==> src/rtl/video_tx_timing_gen_pkg.sv <==
// Shared 1080p30 timing constants, TX FSM state type and colour-bar palette
// for the video_tx_timing_gen slice.
package video_tx_timing_gen_pkg;

  localparam int TIMING_TOTAL_X      = 2200;
  localparam int TIMING_TOTAL_Y      = 1125;
  localparam int TIMING_ACTIVE_X     = 1920;
  localparam int TIMING_H_FRONT      = 88;
  localparam int TIMING_HSYNC_WIDTH  = 44;
  localparam int TIMING_ACTIVE_LINES = 1080;
  localparam int TIMING_V_FRONT      = 4;
  localparam int TIMING_VSYNC_WIDTH  = 5;

  typedef enum logic {
    SEEK_SOF = 1'b0,
    RUN      = 1'b1
  } tx_state_e;

  localparam logic [23:0] BAR_WHITE   = 24'hFFFFFF;
  localparam logic [23:0] BAR_YELLOW  = 24'hFFFF00;
  localparam logic [23:0] BAR_CYAN    = 24'h00FFFF;
  localparam logic [23:0] BAR_GREEN   = 24'h00FF00;
  localparam logic [23:0] BAR_MAGENTA = 24'hFF00FF;
  localparam logic [23:0] BAR_RED     = 24'hFF0000;
  localparam logic [23:0] BAR_BLUE    = 24'h0000FF;
  localparam logic [23:0] BAR_BLACK   = 24'h000000;

  function automatic logic [23:0] bar_color(input logic [2:0] idx);
    case (idx)
      3'd0:    bar_color = BAR_WHITE;
      3'd1:    bar_color = BAR_YELLOW;
      3'd2:    bar_color = BAR_CYAN;
      3'd3:    bar_color = BAR_GREEN;
      3'd4:    bar_color = BAR_MAGENTA;
      3'd5:    bar_color = BAR_RED;
      3'd6:    bar_color = BAR_BLUE;
      default: bar_color = BAR_BLACK;
    endcase
  endfunction

endpackage

==> src/rtl/video_timing_cnt.sv <==
// Free-running x/y raster counters with active, hsync and vsync decode.
// Never stalls: timing is independent of the pixel stream.
module video_timing_cnt
  import video_tx_timing_gen_pkg::*;
#(
  parameter int TOTAL_X      = TIMING_TOTAL_X,
  parameter int TOTAL_Y      = TIMING_TOTAL_Y,
  parameter int ACTIVE_X     = TIMING_ACTIVE_X,
  parameter int H_FRONT      = TIMING_H_FRONT,
  parameter int HSYNC_WIDTH  = TIMING_HSYNC_WIDTH,
  parameter int ACTIVE_LINES = TIMING_ACTIVE_LINES,
  parameter int V_FRONT      = TIMING_V_FRONT,
  parameter int VSYNC_WIDTH  = TIMING_VSYNC_WIDTH,
  parameter int XW           = $clog2(TOTAL_X),
  parameter int YW           = $clog2(TOTAL_Y)
) (
  input  logic          clk_i,
  input  logic          rst_i,
  output logic [XW-1:0] x,
  output logic [YW-1:0] y,
  output logic          active,
  output logic          hsync,
  output logic          vsync
);

  localparam int HS_FIRST = ACTIVE_X + H_FRONT;
  localparam int HS_LAST  = HS_FIRST + HSYNC_WIDTH - 1;
  localparam int VS_FIRST = ACTIVE_LINES + V_FRONT;
  localparam int VS_LAST  = VS_FIRST + VSYNC_WIDTH - 1;

  // NOTE: sequential state uses non-blocking assignments so every register
  // samples pre-edge values regardless of process evaluation order.
  always_ff @(posedge clk_i or posedge rst_i) begin
    if (rst_i) begin
      x <= '0;
      y <= '0;
    end else if (x == XW'(TOTAL_X - 1)) begin
      x <= '0;
      y <= (y == YW'(TOTAL_Y - 1)) ? '0 : y + 1'b1;
    end else begin
      x <= x + 1'b1;
    end
  end

  assign active = (x < XW'(ACTIVE_X)) && (y < YW'(ACTIVE_LINES));
  assign hsync  = (x >= XW'(HS_FIRST)) && (x <= XW'(HS_LAST));
  assign vsync  = (y >= YW'(VS_FIRST)) && (y <= YW'(VS_LAST));

endmodule

==> src/rtl/video_tx_timing_gen.sv <==
// AXI4-Stream to parallel RGB video transmitter with SOF/EOL resync.
// Optional colour-bar generator enabled by defining VIDEO_TX_COLOR_BARS_EN.
module video_tx_timing_gen
  import video_tx_timing_gen_pkg::*;
#(
  parameter int TOTAL_X                     = TIMING_TOTAL_X,
  parameter int TOTAL_Y                     = TIMING_TOTAL_Y,
  parameter int ACTIVE_X                    = TIMING_ACTIVE_X,
  parameter int DE_NEGEDGE_TO_HSYNC_POSEDGE = TIMING_H_FRONT,
  parameter int HSYNC_WIDTH                 = TIMING_HSYNC_WIDTH,
  parameter int ACTIVE_LINES                = TIMING_ACTIVE_LINES,
  parameter int VERTICAL_BLANKING_POST      = TIMING_V_FRONT,
  parameter int VSYNC_WIDTH                 = TIMING_VSYNC_WIDTH
) (
  input  logic        clk_i,
  input  logic        rst_i,
`ifdef VIDEO_TX_COLOR_BARS_EN
  input  logic        pattern_en_i,
`endif
  input  logic [23:0] video_tdata_i,
  input  logic        video_tvalid_i,
  output logic        video_tready_o,
  input  logic        video_tuser_i,
  input  logic        video_tlast_i,
  output logic [23:0] rgb_o,
  output logic        de_o,
  output logic        hsync_o,
  output logic        vsync_o,
  output logic        underflow_o
);

  localparam int XW = $clog2(TOTAL_X);
  localparam int YW = $clog2(TOTAL_Y);

  logic [XW-1:0] x;
  logic [YW-1:0] y;
  logic          active, hsync, vsync;

  video_timing_cnt #(
    .TOTAL_X     (TOTAL_X),
    .TOTAL_Y     (TOTAL_Y),
    .ACTIVE_X    (ACTIVE_X),
    .H_FRONT     (DE_NEGEDGE_TO_HSYNC_POSEDGE),
    .HSYNC_WIDTH (HSYNC_WIDTH),
    .ACTIVE_LINES(ACTIVE_LINES),
    .V_FRONT     (VERTICAL_BLANKING_POST),
    .VSYNC_WIDTH (VSYNC_WIDTH),
    .XW          (XW),
    .YW          (YW)
  ) u_cnt (
    .clk_i (clk_i),
    .rst_i (rst_i),
    .x     (x),
    .y     (y),
    .active(active),
    .hsync (hsync),
    .vsync (vsync)
  );

  tx_state_e   state, state_n;
  logic        tready_c, underflow_n;
  logic [23:0] rgb_n;
  logic        origin, last_x, sof_at_origin, run_now;

  assign origin        = (x == '0) && (y == '0);
  assign last_x        = (x == XW'(ACTIVE_X - 1));
  // A held SOF at the origin is consumed in the same cycle the FSM locks.
  assign sof_at_origin = video_tvalid_i && video_tuser_i && origin;
  assign run_now       = (state == RUN) || sof_at_origin;

`ifdef VIDEO_TX_COLOR_BARS_EN
  logic [2:0] bar_idx;
  assign bar_idx = 3'(x / XW'(ACTIVE_X / 8));
`endif

  // NOTE: every combinational output gets a default first, so no path
  // through the if/else tree can infer a latch.
  always_comb begin
    state_n     = state;
    tready_c    = 1'b0;
    rgb_n       = '0;
    underflow_n = 1'b0;

    if (!run_now) begin
      // Discard beats until SOF, then hold the SOF beat.
      tready_c = video_tvalid_i && !video_tuser_i;
    end else begin
      state_n = RUN;
      if (active) begin
        if (!video_tvalid_i) begin
          tready_c    = 1'b1;
          underflow_n = 1'b1;
          state_n     = SEEK_SOF;
        end else if (video_tuser_i && !origin) begin
          underflow_n = 1'b1;
          state_n     = SEEK_SOF;
        end else begin
          tready_c = 1'b1;
          rgb_n    = video_tdata_i;
          if ((!video_tuser_i && origin) || (video_tlast_i != last_x)) begin
            underflow_n = 1'b1;
            state_n     = SEEK_SOF;
          end
        end
      end
    end

`ifdef VIDEO_TX_COLOR_BARS_EN
    if (pattern_en_i) begin
      tready_c    = 1'b1;
      underflow_n = 1'b0;
      state_n     = SEEK_SOF;
      rgb_n       = active ? bar_color(bar_idx) : '0;
    end
`endif
  end

  // Ready is combinational; force it low while reset is held.
  assign video_tready_o = tready_c && !rst_i;

  always_ff @(posedge clk_i or posedge rst_i) begin
    if (rst_i) begin
      state       <= SEEK_SOF;
      rgb_o       <= '0;
      de_o        <= 1'b0;
      hsync_o     <= 1'b0;
      vsync_o     <= 1'b0;
      underflow_o <= 1'b0;
    end else begin
      state       <= state_n;
      rgb_o       <= rgb_n;
      de_o        <= active;
      hsync_o     <= hsync;
      vsync_o     <= vsync;
      underflow_o <= underflow_n;
    end
  end

endmodule

==> config.mk <==
export PLATFORM = sky130hd
export DESIGN_NAME = video_tx_timing_gen
export DESIGN_NICKNAME = d
export VERILOG_FILES = /design/src/rtl/video_tx_timing_gen_pkg.sv /design/src/rtl/video_timing_cnt.sv /design/src/rtl/video_tx_timing_gen.sv
export SDC_FILE = /design/constraint.sdc
export NUM_CORES = 1
export LEC_CHECK = 0
export ABC_AREA = 1
export CORE_UTILIZATION = 45
export DETAILED_ROUTE_END_ITERATION = 10
export PLACE_DENSITY = 0.79
export SYNTH_ARGS = -nofsm -noshare
export SYNTH_HDL_FRONTEND = slang
export SYNTH_HIERARCHICAL = 1
export SYNTH_SLANG_ARGS = --single-unit
==> constraint.sdc <==
create_clock -name clk_i -period 1.7 [get_ports clk_i]
set_clock_uncertainty 0.15 [all_clocks]
set_input_delay 0.17 -clock clk_i [delete_from_list [all_inputs] [get_ports clk_i]]
set_output_delay 0.17 -clock clk_i [all_outputs]
set_load 0.01 [all_outputs]
# ---- Word-level counts from Yosys, hierarchy flattened
# Cells that the tools add are included.
dict set report classes {
  n_addsub 2
  magnitude_cmp 6
  eq_ne 4
  n_mux 19
  reduce_logical 17
}
# op count
set ops {}
lappend ops {{two-way mux 24 bit} 4}
lappend ops {{two-way mux 1 bit} 13}
lappend ops {{adder 12 x 1 -> 12 bit (second input constant)} 1}
lappend ops {{equality test 12 x 11 -> 1 bit (second input constant)} 1}
lappend ops {{equality test 12 bit (second input constant)} 1}
lappend ops {{greater-or-equal comparator 12 x 11 -> 1 bit (second input constant)} 1}
lappend ops {{<= comparator 12 bit (second input constant)} 1}
lappend ops {{zero test 12 bit} 1}
lappend ops {{< comparator 12 x 11 -> 1 bit (second input constant)} 1}
lappend ops {{two-way mux 12 bit} 1}
lappend ops {{adder 11 x 1 -> 11 bit (second input constant)} 1}
lappend ops {{equality test 11 bit (second input constant)} 1}
lappend ops {{greater-or-equal comparator 11 bit (second input constant)} 1}
lappend ops {{<= comparator 11 bit (second input constant)} 1}
lappend ops {{zero test 11 bit} 1}
lappend ops {{< comparator 11 bit (second input constant)} 1}
lappend ops {{two-way mux 11 bit} 1}
lappend ops {{logical AND 1 bit} 10}
lappend ops {{zero test 1 bit} 3}
lappend ops {{logical OR 1 bit} 2}
lappend ops {{inequality test 1 bit} 1}
dict set report totals {
  regBits 52
  in_bits 29
  output_inout_bits 29
  wordCells 56
}

# ---- Depth between registers and ports, before layout
# Gate-level depths: netlist (run 1).
dict set report logic_depth {
  depth_word 9
  ltp_mapped 10
  ltp_nobuf 9
}

# ---- Modules after synthesis
# The synthesis (run 1) kept the hierarchy.
# module n_inst cells_per_inst area_each_um2 seq_area_each_um2
set modules_own_cells {}
lappend modules_own_cells {video_timing_cnt 1 208 1451.4 575.6}
lappend modules_own_cells {video_tx_timing_gen 1 141 1282.5 725.7}

# ---- Least setup slack after synthesis (run 1)
# Ideal clock, no wire load.
dict set report synth_timing {
  path_type {register to register}
  start {reg u_cnt.x[9]}
  end {reg rgb_o[17]}
  setup_ps 70
  arrival_time_ps 1521
  required_time_ps 1480
  slack_ps -41
  path_stages_with_launch 11
  path_buffers 1
  synth_period_minus_slack_ps 1741
  path_cell_list {dfrtp_1 -> nand2_1 -> inv_1 -> nand3_1 -> nand2_1 -> a21oi_1 -> nand2_1 -> inv_1 -> clkbuf_1 -> nand3_1 -> nor2_2}
}
dict set report synth_between {
  word_cells_on_any_way 12
  classes_between {order compare (1); mux (4); reduce/logical (7)}
}
# element line_no
set synth_rtl {}
lappend synth_rtl {{start: declaration} video_timing_cnt.sv:19} ;# output logic [XW-1:0] x,
lappend synth_rtl {{start signal: assignment} video_timing_cnt.sv:41} ;# x <= x + 1'b1;
lappend synth_rtl {{< comparator 12 x 11 -> 1 bit} video_timing_cnt.sv:45} ;# assign active = (x < XW'(ACTIVE_X)) && (y < YW'(ACTIVE_LINES));
lappend synth_rtl {{logical AND 1 bit} video_timing_cnt.sv:45}
lappend synth_rtl {{via active} video_tx_timing_gen.sv:37} ;# logic active, hsync, vsync;
lappend synth_rtl {{two-way mux 24 bit} video_tx_timing_gen.sv:89} ;# if (active) begin
lappend synth_rtl {{two-way mux 24 bit} video_tx_timing_gen.sv:84} ;# if (!run_now) begin
lappend synth_rtl {{via rgb_n[17]} video_tx_timing_gen.sv:62} ;# logic [23:0] rgb_n;
lappend synth_rtl {{end signal: assignment} video_tx_timing_gen.sv:131} ;# rgb_o <= rgb_n;
lappend synth_rtl {{end: declaration} video_tx_timing_gen.sv:25} ;# output logic [23:0] rgb_o,
# The timed path passes the listed nets, and every way through them passes these cells.
# A chain may end at the register's enable or synchronous reset.

# ---- Worst setup path in the final report (run 1)
dict set report layout_timing {
  start {reg u_cnt.x[4]}
  end {out video_tready_o}
}
dict set report layout_between {
  elab_chain_len 9
  word_cells_on_any_way 13
  classes_between {order compare (1); mux (4); reduce/logical (8)}
}
# element line_no
set layout_rtl {}
lappend layout_rtl {{branches (longest 7 deep; another with < comparator 12 x 11 -> 1 bit)} -}
lappend layout_rtl {{two-way mux 1 bit (*)} video_tx_timing_gen.sv:84}
lappend layout_rtl {{logical AND 1 bit (*)} video_tx_timing_gen.sv:119} ;# assign video_tready_o = tready_c && !rst_i;
lappend layout_rtl {{end: declaration} video_tx_timing_gen.sv:22} ;# output logic video_tready_o,
# Every way passes the cells marked *.

==> flow_metrics.tcl, run 1 <==
set metrics [dict create \
    synth.ff_latch_count 52 \
    r2r-start "u_cnt/x[4]" \
    synthArstFlopShare_pct 100.0 \
    crit_start "u_cnt/x[4]" \
    die_area_um2 6391 \
    arrival_ns 1.71 \
    num_rows 28 \
    drtIter0Drc 132 \
    cts_buffers 5 \
    status "finished, violations left" \
    synthDistinctLibCells 27 \
    synth_flop_cell "dfrtp_1" \
    power.density_nw_per_um2 570.3 \
    holdWs_ns 0.1733 \
    finalCritPeriodShare_pct 119.5 \
    cts_tree "done" \
    dr_total_vias 2844 \
    p_leak_nw 1.986 \
    routabilityCongestion 0.8774 \
    io_buffers 57 \
    rsz0062_at_grt "true" \
    hpwl_um 4928 \
    coreArea_um2 5886 \
    placedCellCount 521 \
    die_width_um 79.95 \
    ir_drop_mv 0.3580 \
    drive_gt1_share_pct 29.51 \
    fin_crit_ns 2.031 \
    cts_sinks 52 \
    grt_pass1_vias 2491 \
    start_kind "flop" \
    r2r_slack_ns -0.12 \
    crit_fanout 2 \
    hold_viol_final 0 \
    r2r_end "rgb_o[13]" \
    critPathCapture "video_tready_o" \
    synth_edf_count 0 \
    postLayoutCellArea_um2 4273 \
    syn_to_final_growth_pct 56.29 \
    drc 0 \
    fin_setup_tns_ns -1.721 \
    routed_wirelength_um 8310 \
    fin_util_pct 72.60 \
    layout.cells.non_filler 546 \
    failed_checks "negative setup slack" \
    final_nets 503 \
    worstPathRequired_ns 1.38 \
    finalSetupViolations 26 \
    rr_worst_depth 9 \
    cts-htree-levels 2 \
    track_usage_pct 22.22 \
    worstSetupPathType "flop to output port" \
    antenna_found_initial 0 \
    clock_latency_ns 0.30 \
    finalMaxSlewViolations 0 \
    fin_ws_ns -0.3315 \
    finalPower_mw 2.437 \
    fp.dieH_um 79.95 \
    synth-seq-area-share_pct 47.60 \
    avgSynthCellArea_um2 7.833 \
    antennaDiodeCount 0 \
    grt_pass1_wl_um 11100 \
    post_drt_via_cell_ratio 5.209 \
    clock-root-buffer "clkbuf_8" \
    syn_inst 349 \
    max_freq_mhz 492.3 \
    max_slew_margin_pct 75.61 \
    grt_max_degree 25 \
    ant_nets 0 \
    clk_path_buf_depth 2 \
    boundaryPins 58 \
    worstMarginPinSlew_ns 0.3655 \
    grt_overflow 0 \
    end_kind "output port" \
    post-place-ws_ns -0.4726 \
    dr.pass1.iters 4 \
    start_util_pct 46.45 \
    yosysWarnings 6 \
    cts_hold_buf 0 \
    worstHoldPathType "primary input to async pin" \
    wl_per_cell_um 15.22 \
    cap_violations 0 \
    syn-num-nets 381 \
    syn_area_um2 2734 \
    post_dp_cell_area_um2 3742 \
    cts.clk_slew.worst_paths_ns 0.09 \
]
cell families after synthesis:
family | count (synthesis) | synth area share, %
buf+inv | 52 | 8.466
simple gates | 223 | 38.31
xor+xnor | 5 | 1.602
compound gates | 14 | 2.654
fa+ha+maj | 3 | 1.373
flops | 52 | 47.60
placed cells by master, fill, tap and decap left out, types with 4 or more instances in the layout:
cell type,instances
nand3_2,21
clkbuf_8,5
clkdlybuf4s50_1,56
clkbuf_16,5
buf_6,5
nand2_1,67
nor2_4,6
buf_12,4
dfrtp_1,52
inv_1,40
o21ai_0,5
nor2_1,56
nand2_2,4
buf_4,52
nand4_1,7
nand3_1,28
xor2_1,4
nor2_2,23
Yosys cell counts (5+ instances only):
cell type   n  area, µm²
nand2_1    69      259.0
nor2_1     61      229.0
dfrtp_1    52       1301
nand3_1    47      235.2
inv_1      44      165.2
nor2_2     19      118.9
nand4_1     7      43.79
o21ai_0     7      35.03
nor2_4      5      56.30
nor3_1      5      25.02
layer usage:
layer	wire (µm)	vias up	global-route usage [%]	share of wire (%)
li1	-	1335	-	-
met1	3519	1384	28.28	42
met2	4238	111	38.63	51
met3	454	14	4.114	5.5
met4	97	0	5.714	1.2
met5	0	-	0	0
registers in the layout (all words and copies together) (netlist names):
register / flops
u_cnt/y: 11
state: 1
hsync_o: 1
rgb_o: 24
u_cnt/x: 12
vsync_o: 1
de_o: 1
underflow_o: 1
power by group:
part	switching, mW	total [mW]	internal, mW
registers	0	1.24	1.24
clock network	0.404	0.984	0.579
logic	0.100	0.218	0.117
area by class of cell:
class	count	area, µm²
inverter	44	170.2
multi-input combinational	245	1361
tap	75	93.84
clock buffer	5	68.82
fill	367	1613
sequential	52	1301
clock inverter	2	60.06
timing repair buffer	123	1217
how the worst min path moves through the flow:
stage	cells past startpoint	startpoint	slack [ns]	to
after floorplan	1	rst_i	0.02	u_cnt/x[0]
after global placement	2	u_cnt/x[0]	0.38	u_cnt/x[0]
after detailed placement	2	u_cnt/x[0]	0.39	u_cnt/x[0]
after CTS	3	rst_i	0.14	de_o
after global routing	3	rst_i	0.19	rgb_o[14]
final	3	rst_i	0.17	rgb_o[14]
worst max-delay path, cell delays in order, from the launching register on:
cell and delay (ns):
dfrtp_1 0.40, nor2_1 0.11, nand2_1 0.10, nor2_2 0.18, nand3_2 0.13, o21ai_2 0.13, nand2_1 0.09, a21oi_2 0.13
buf_2 0.15
repair_timing:
| action | 4_1_cts | 5_1_grt |
|---|---|---|
| pin swaps | 2 | 14 |
| gates cloned | 1 | 6 |
| gates resized for setup | 9 | 43 |
| setup buffers | 5 | 8 |
| setup endpoints to repair | 25 | 41 |
No activity file was read; power rests on OpenSTA's default activity.
==> run 2, diff against run 1 <==
--- a/config.mk
+++ b/config.mk
@@ -8,7 +8,7 @@
 export ABC_AREA = 1
 export CORE_UTILIZATION = 45
 export DETAILED_ROUTE_END_ITERATION = 10
-export PLACE_DENSITY = 0.79
+export PLACE_DENSITY = 0.76
 export SYNTH_ARGS = -nofsm -noshare
 export SYNTH_HDL_FRONTEND = slang
 export SYNTH_HIERARCHICAL = 1
==> constraint.sdc (replaced) <==
create_clock -name clk_i -period 2.4 [get_ports clk_i]
set_clock_uncertainty 0.15 [all_clocks]
set_input_delay 0.24 -clock clk_i [delete_from_list [all_inputs] [get_ports clk_i]]
set_output_delay 0.24 -clock clk_i [all_outputs]
set_load 0.01 [all_outputs]
==> flow_metrics.tcl, run 2 (synthesis gave the netlist of run 1 again) <==
set metrics [dict create \
    post_drt_via_cell_ratio 4.955 \
    fin_setup_tns_ns 0 \
    final_common_cell "nand2_1" \
    cts_buffers 5 \
    rsz0062_at_grt "false" \
    routabilityCongestion 0.8850 \
    worstSetupPathType "flop to output port" \
    largest-register "rgb_o" \
    final_nets 447 \
    num_rows 28 \
    slowest_stage "dfrtp_2" \
    cts-htree-levels 2 \
    antennaDiodeCount 0 \
    largest_register_ffs 24 \
    start_util_pct 46.45 \
    die_area_um2 6391 \
    worstPathRequired_ns 2.01 \
    hold_viol_final 0 \
    max_freq_mhz 448.5 \
    fp.dieH_um 79.95 \
    dr.pass1.iters 5 \
    hpwl_um 4442 \
    rr_worst_depth 11 \
    end_kind "output port" \
    track_usage_pct 19.66 \
    post_dp_cell_area_um2 3412 \
    crit_top_cell "nand2_1" \
    finalMaxSlewViolations 0 \
    crit_start "u_cnt/y[3]" \
    cts_tree "done" \
    reg_top3 "rgb_o: 24 flops, u_cnt/x: 12 flops, u_cnt/y: 11 flops" \
    arrival_ns 1.84 \
    drive_gt1_share_pct 13.22 \
    crit_fanout 7 \
    worstHoldPathType "primary input to async pin" \
    cp_cell_sequence "nor2_1 > nand2_1 > nor2_2 > nand3_2 > o21ai_0 > nand2_1 > a21oi_1 > clkdlybuf4s15_1" \
    postLayoutCellArea_um2 3521 \
    syn_to_final_growth_pct 28.79 \
    critPathCapture "video_tready_o" \
    drc 0 \
    cts_sinks 52 \
    finalSetupViolations 0 \
    r2r_slack_ns 0.36 \
    r2r_end "rgb_o[1]" \
    cts.clk_slew.worst_paths_ns 0.09 \
    start_kind "flop" \
    final_cell_mix "69 x nand2_1, 60 x nor2_1, 56 x clkdlybuf4s50_1" \
    boundaryPins 58 \
    worstMarginPinSlew_ns 0.3624 \
    wl_per_cell_um 12.15 \
    die_width_um 79.95 \
    p_leak_nw 1.585 \
    grt_max_degree 26 \
    r2r-start "u_cnt/x[8]" \
    grt_overflow 0 \
    finalCritPeriodShare_pct 92.90 \
    clk_path_buf_depth 2 \
    io_buffers 57 \
    coreArea_um2 5886 \
    grt_pass1_vias 2257 \
    post-place-ws_ns 0.09687 \
    power.density_nw_per_um2 419.5 \
    grt_pass1_wl_um 9798 \
    status "finished, final reports clean" \
    fin_crit_ns 2.230 \
    routed_wirelength_um 5966 \
    ir_drop_mv 0.1986 \
    clock-root-buffer "clkbuf_8" \
    clock_latency_ns 0.30 \
    antenna_found_initial 0 \
    cap_violations 0 \
    slowest_delay_ns 0.46 \
    ant_nets 0 \
    max_slew_margin_pct 75.81 \
    drtIter0Drc 145 \
    dr_total_vias 2433 \
    fin_ws_ns 0.1703 \
]
-- run 2: cell count changes in the layout (fill, tap and decap cells not counted), moves of 5 or more --
cell       before  now
clkbuf_16       5    0
buf_4          52    9
dfrtp_2         0    8
nand3_1        28   47
dfrtp_1        52   44
nand3_2        21    2
buf_6           5    0
-- run 2: worst min-delay path by stage --
stage | cells past startpoint | end | slack, ns
finish | 2 | u_cnt/y[9] | 0.11
CTS | 2 | state | 0.12
global placement | 1 | u_cnt/x[0] | 0.36
floorplan | 1 | u_cnt/x[0] | 0.09
global route | 2 | state | 0.14
detailed placement | 1 | u_cnt/x[0] | 0.35
-- run 2: layout make-up --
cell class,instances,area [µm²]
fill,533,2365
sequential,52,1311
multi-input combinational,245,1204
timing repair buffer,67,658.1
inverter,44,165.2
tap,75,93.84
clock buffer,6,72.57
clock inverter,2,16.27
-- run 2: timing repair --
item	4_1_cts	5_1_grt
setup buffers	1	0
hold buffers	0	0
hold endpoints to repair	0	0
endpoints found under the setup margin	1	1
pin swaps	0	0
resized for setup	6	5
-- run 2: power by group --
group | total (mW) | switching [mW] | internal [mW]
Clock | 0.499 | 0.291 | 0.208
Combinational | 0.103 | 0.0485 | 0.0542
Sequential | 0.875 | 0 | 0.875
-- run 2: metrics by stage --
stage | total power [mW] | utilization (%) | instances | hold slack, ns
detailed placement | 0.9971 | 57.97 | 482 | 0.3529
floorplan | 0.9345 | - | 349 | 0.09192
global placement | 0.9965 | 57.97 | 482 | 0.3551
finish | 1.477 | 59.82 | 491 | 0.1074
global route | 1.545 | 59.82 | 491 | 0.1396
CTS | 1.496 | 59.69 | 491 | 0.1160
-- run 2: metal layers --
| metal | GRT usage [%] | up-vias | part of all wire (%) |
|---|---|---|---|
| met5 | 0 | - | 0 |
| met4 | 5.357 | 0 | 0.96 |
| met3 | 4.114 | 6 | 7.6 |
| met2 | 32.74 | 85 | 46 |
| met1 | 25.82 | 1117 | 45 |
| li1 | - | 1225 | - |
-- run 2: critical path, delay by kind of cell, from the launching register on --
| family | cells | cell delay (ns) |
|---|---|---|
| AO/OA/AOI/OAI | 2 | 0.31 |
| flip-flops | 1 | 0.46 |
| buffers and inverters | 1 | 0.25 |
| AND/OR/NAND/NOR | 5 | 0.52 |
==> run 3, diff against run 2 <==
--- a/config.mk
+++ b/config.mk
@@ -8,8 +8,9 @@
 export ABC_AREA = 1
 export CORE_UTILIZATION = 45
 export DETAILED_ROUTE_END_ITERATION = 10
-export PLACE_DENSITY = 0.76
+export PLACE_DENSITY = 0.77
+export SKIP_LAST_GASP = 1
+export SLEW_MARGIN = 40
 export SYNTH_ARGS = -nofsm -noshare
 export SYNTH_HDL_FRONTEND = slang
-export SYNTH_HIERARCHICAL = 1
 export SYNTH_SLANG_ARGS = --single-unit
==> flow_metrics.tcl, run 3 <==
set metrics [dict create \
    finalCritPeriodShare_pct 93.00 \
    dr_total_vias 2180 \
    largest_register_ffs 24 \
    dr.pass1.iters 6 \
    grt_overflow 0 \
    syn_area_um2 2562 \
    yosysWarnings 0 \
    status "finished, final reports clean" \
    fin_util_pct 60.35 \
    cts_tree "done" \
    yosysTopAreaCell "dfrtp_1" \
    final_cell_mix "67 x nand2_1, 56 x clkdlybuf4s50_1, 52 x dfrtp_1" \
    wl_met1_um 2163 \
    avgSynthCellArea_um2 8.347 \
    route.met2.wl_um 2707 \
    reg_top3 "rgb_o: 24 flops, u_cnt.x: 12 flops, u_cnt.y: 11 flops" \
    cts-htree-levels 2 \
    coreArea_um2 5507 \
    top_layer "met4" \
    io_buffers 57 \
    routabilityCongestion 0.8834 \
    syn-num-nets 340 \
    finalMaxSlewViolations 0 \
    num_rows 27 \
    placedCellCount 437 \
    fin_setup_tns_ns 0 \
    drive_gt1_share_pct 13.40 \
    synth_commonest_cells "67 x nand2_1, 52 x dfrtp_1, 49 x nor2_1, 39 x inv_1, 24 x nor2_2" \
    worstPathRequired_ns 2.01 \
    layout.cells.non_filler 445 \
    start_kind "flop" \
    drc 0 \
    max_freq_mhz 448.0 \
    clock-root-buffer "clkbuf_8" \
    post-place-ws_ns 0.1003 \
    crit_top_cell "nand3_1" \
    cts_sinks 52 \
    routed_wirelength_um 5382 \
    antennaDiodeCount 0 \
    worstSetupPathType "flop to output port" \
    die_width_um 77.46 \
    rsz0062_at_grt "false" \
    yosys.area.top_type_share_pct 50.78 \
    synthArstFlopShare_pct 100.0 \
    cts.clk_slew.worst_paths_ns 0.10 \
    syn_to_final_growth_pct 29.69 \
    clk_path_buf_depth 2 \
    cts_hold_buf 0 \
    clock_latency_ns 0.30 \
    fin_ws_ns 0.1681 \
    cp_cell_sequence "inv_1 > ha_1 > nand2_1 > nor2_2 > nand3_2 > nand3_1 > nand3_1 > a21oi_1 > clkbuf_2" \
    power.density_nw_per_um2 472.0 \
    largest-register "rgb_o" \
    wl_per_cell_um 12.09 \
    synth.ff_latch_count 52 \
    antenna_found_initial 0 \
    ant_nets 0 \
    final_nets 405 \
    grt_pass1_vias 2069 \
    end_kind "output port" \
    slowest_delay_ns 0.41 \
    hold_viol_final 0 \
    grt_pass1_wl_um 9156 \
    synth_edf_count 0 \
    track_usage_pct 19.55 \
    synth_most_common_cell "nand2_1" \
    cts_buffers 5 \
    arrival_ns 1.84 \
    synth-seq-area-share_pct 50.78 \
    yosys-top-cells-area "dfrtp_1 51%, nand2_1 9.8%, nor2_1 7.2%" \
    synth_flop_cell "dfrtp_1" \
    worstHoldPathType "primary input to async pin" \
    syn_inst 307 \
    drtIter0Drc 130 \
    synthDistinctLibCells 29 \
    boundaryPins 58 \
    post_drt_via_cell_ratio 4.899 \
    max_slew_margin_pct 64.85 \
    ir_drop_mv 0.2855 \
    wl_met3_um 392 \
    worstMarginPinSlew_ns 0.5264 \
    p_leak_nw 1.526 \
    hpwl_um 4122 \
    crit_fanout 3 \
    die_area_um2 6000 \
    grt_max_degree 28 \
    finalSetupViolations 0 \
    fin_crit_ns 2.232 \
    fp.dieH_um 77.46 \
    finalPower_mw 1.568 \
    final_common_cell "nand2_1" \
    slowest_stage "dfrtp_1" \
    cap_violations 0 \
    start_util_pct 46.53 \
]
## run 3: kinds of logic after synthesis
logic type	after synthesis	share of synthesized area, %
AO/OA/AOI/OAI	16	4.054
adder cells (fa/ha/maj)	4	1.953
flip-flops	52	50.78
buffers and inverters	47	8.496
XOR/XNOR	7	2.393
AND/OR/NAND/NOR	181	32.32
## run 3: timing repair
item                       4_1_cts  5_1_grt
buffers inserted                 0        0
gates resized for setup          1        2
hold endpoints to repair         0        0
setup endpoints to repair        1        1
## run 3: worst paths after layout
check,from,endpoint,slack [ns],cells after the start
min in group clk_i,video_tdata_i[0],rgb_o[0],0.31,3
min reg2reg,u_cnt.x[9],u_cnt.x[9],0.39,1
max,u_cnt.y[0],video_tready_o,0.17,9
min,rst_i,rgb_o[1],0.19,2
max reg2reg,u_cnt.x[0],u_cnt.y[6],0.28,7
max in group asynchronous,rst_i,u_cnt.y[5],1.27,3
## run 3: metal layers
layer | GRT usage [%] | up-vias
li1 | - | 1081
met1 | 22.61 | 1019
met2 | 33.45 | 68
met3 | 6.353 | 12
met4 | 7.547 | 0
met5 | 0 | -
## run 3: report_power, final
group          switching, mW  internal [mW]  total (mW)
combinational         0.0430         0.0507      0.0937
clock                  0.285          0.314       0.599
sequential                 0          0.875       0.875
total                  0.328           1.24        1.57
## run 3: critical path, delay by kind of cell, from the launching register on
family / cells / cell delay, ns
AOI/OAI and AO/OA: 1 / 0.13
buffers and inverters: 2 / 0.26
and+or+nand+nor: 5 / 0.55
adders and majority gates: 1 / 0.19
DFF: 1 / 0.41
## run 3: stage by stage
step	hold slack, ns	instance area (µm²)
global placement	0.3622	3212
detailed placement	0.3674	3212
floorplan	0.2036	2562
CTS	0.1897	3327
finish	0.1854	3323
global route	0.2063	3323
## run 3: cell type report
class                           instances  area (µm²)
Inverter                               41       153.9
Tap cell                               72       90.09
Sequential cell                        52        1301
Timing Repair Buffer                   64       618.1
Clock buffer                            5       68.82
Clock inverter                          3       47.55
Fill cell                             479        2183
Multi-Input combinational cell        208        1044
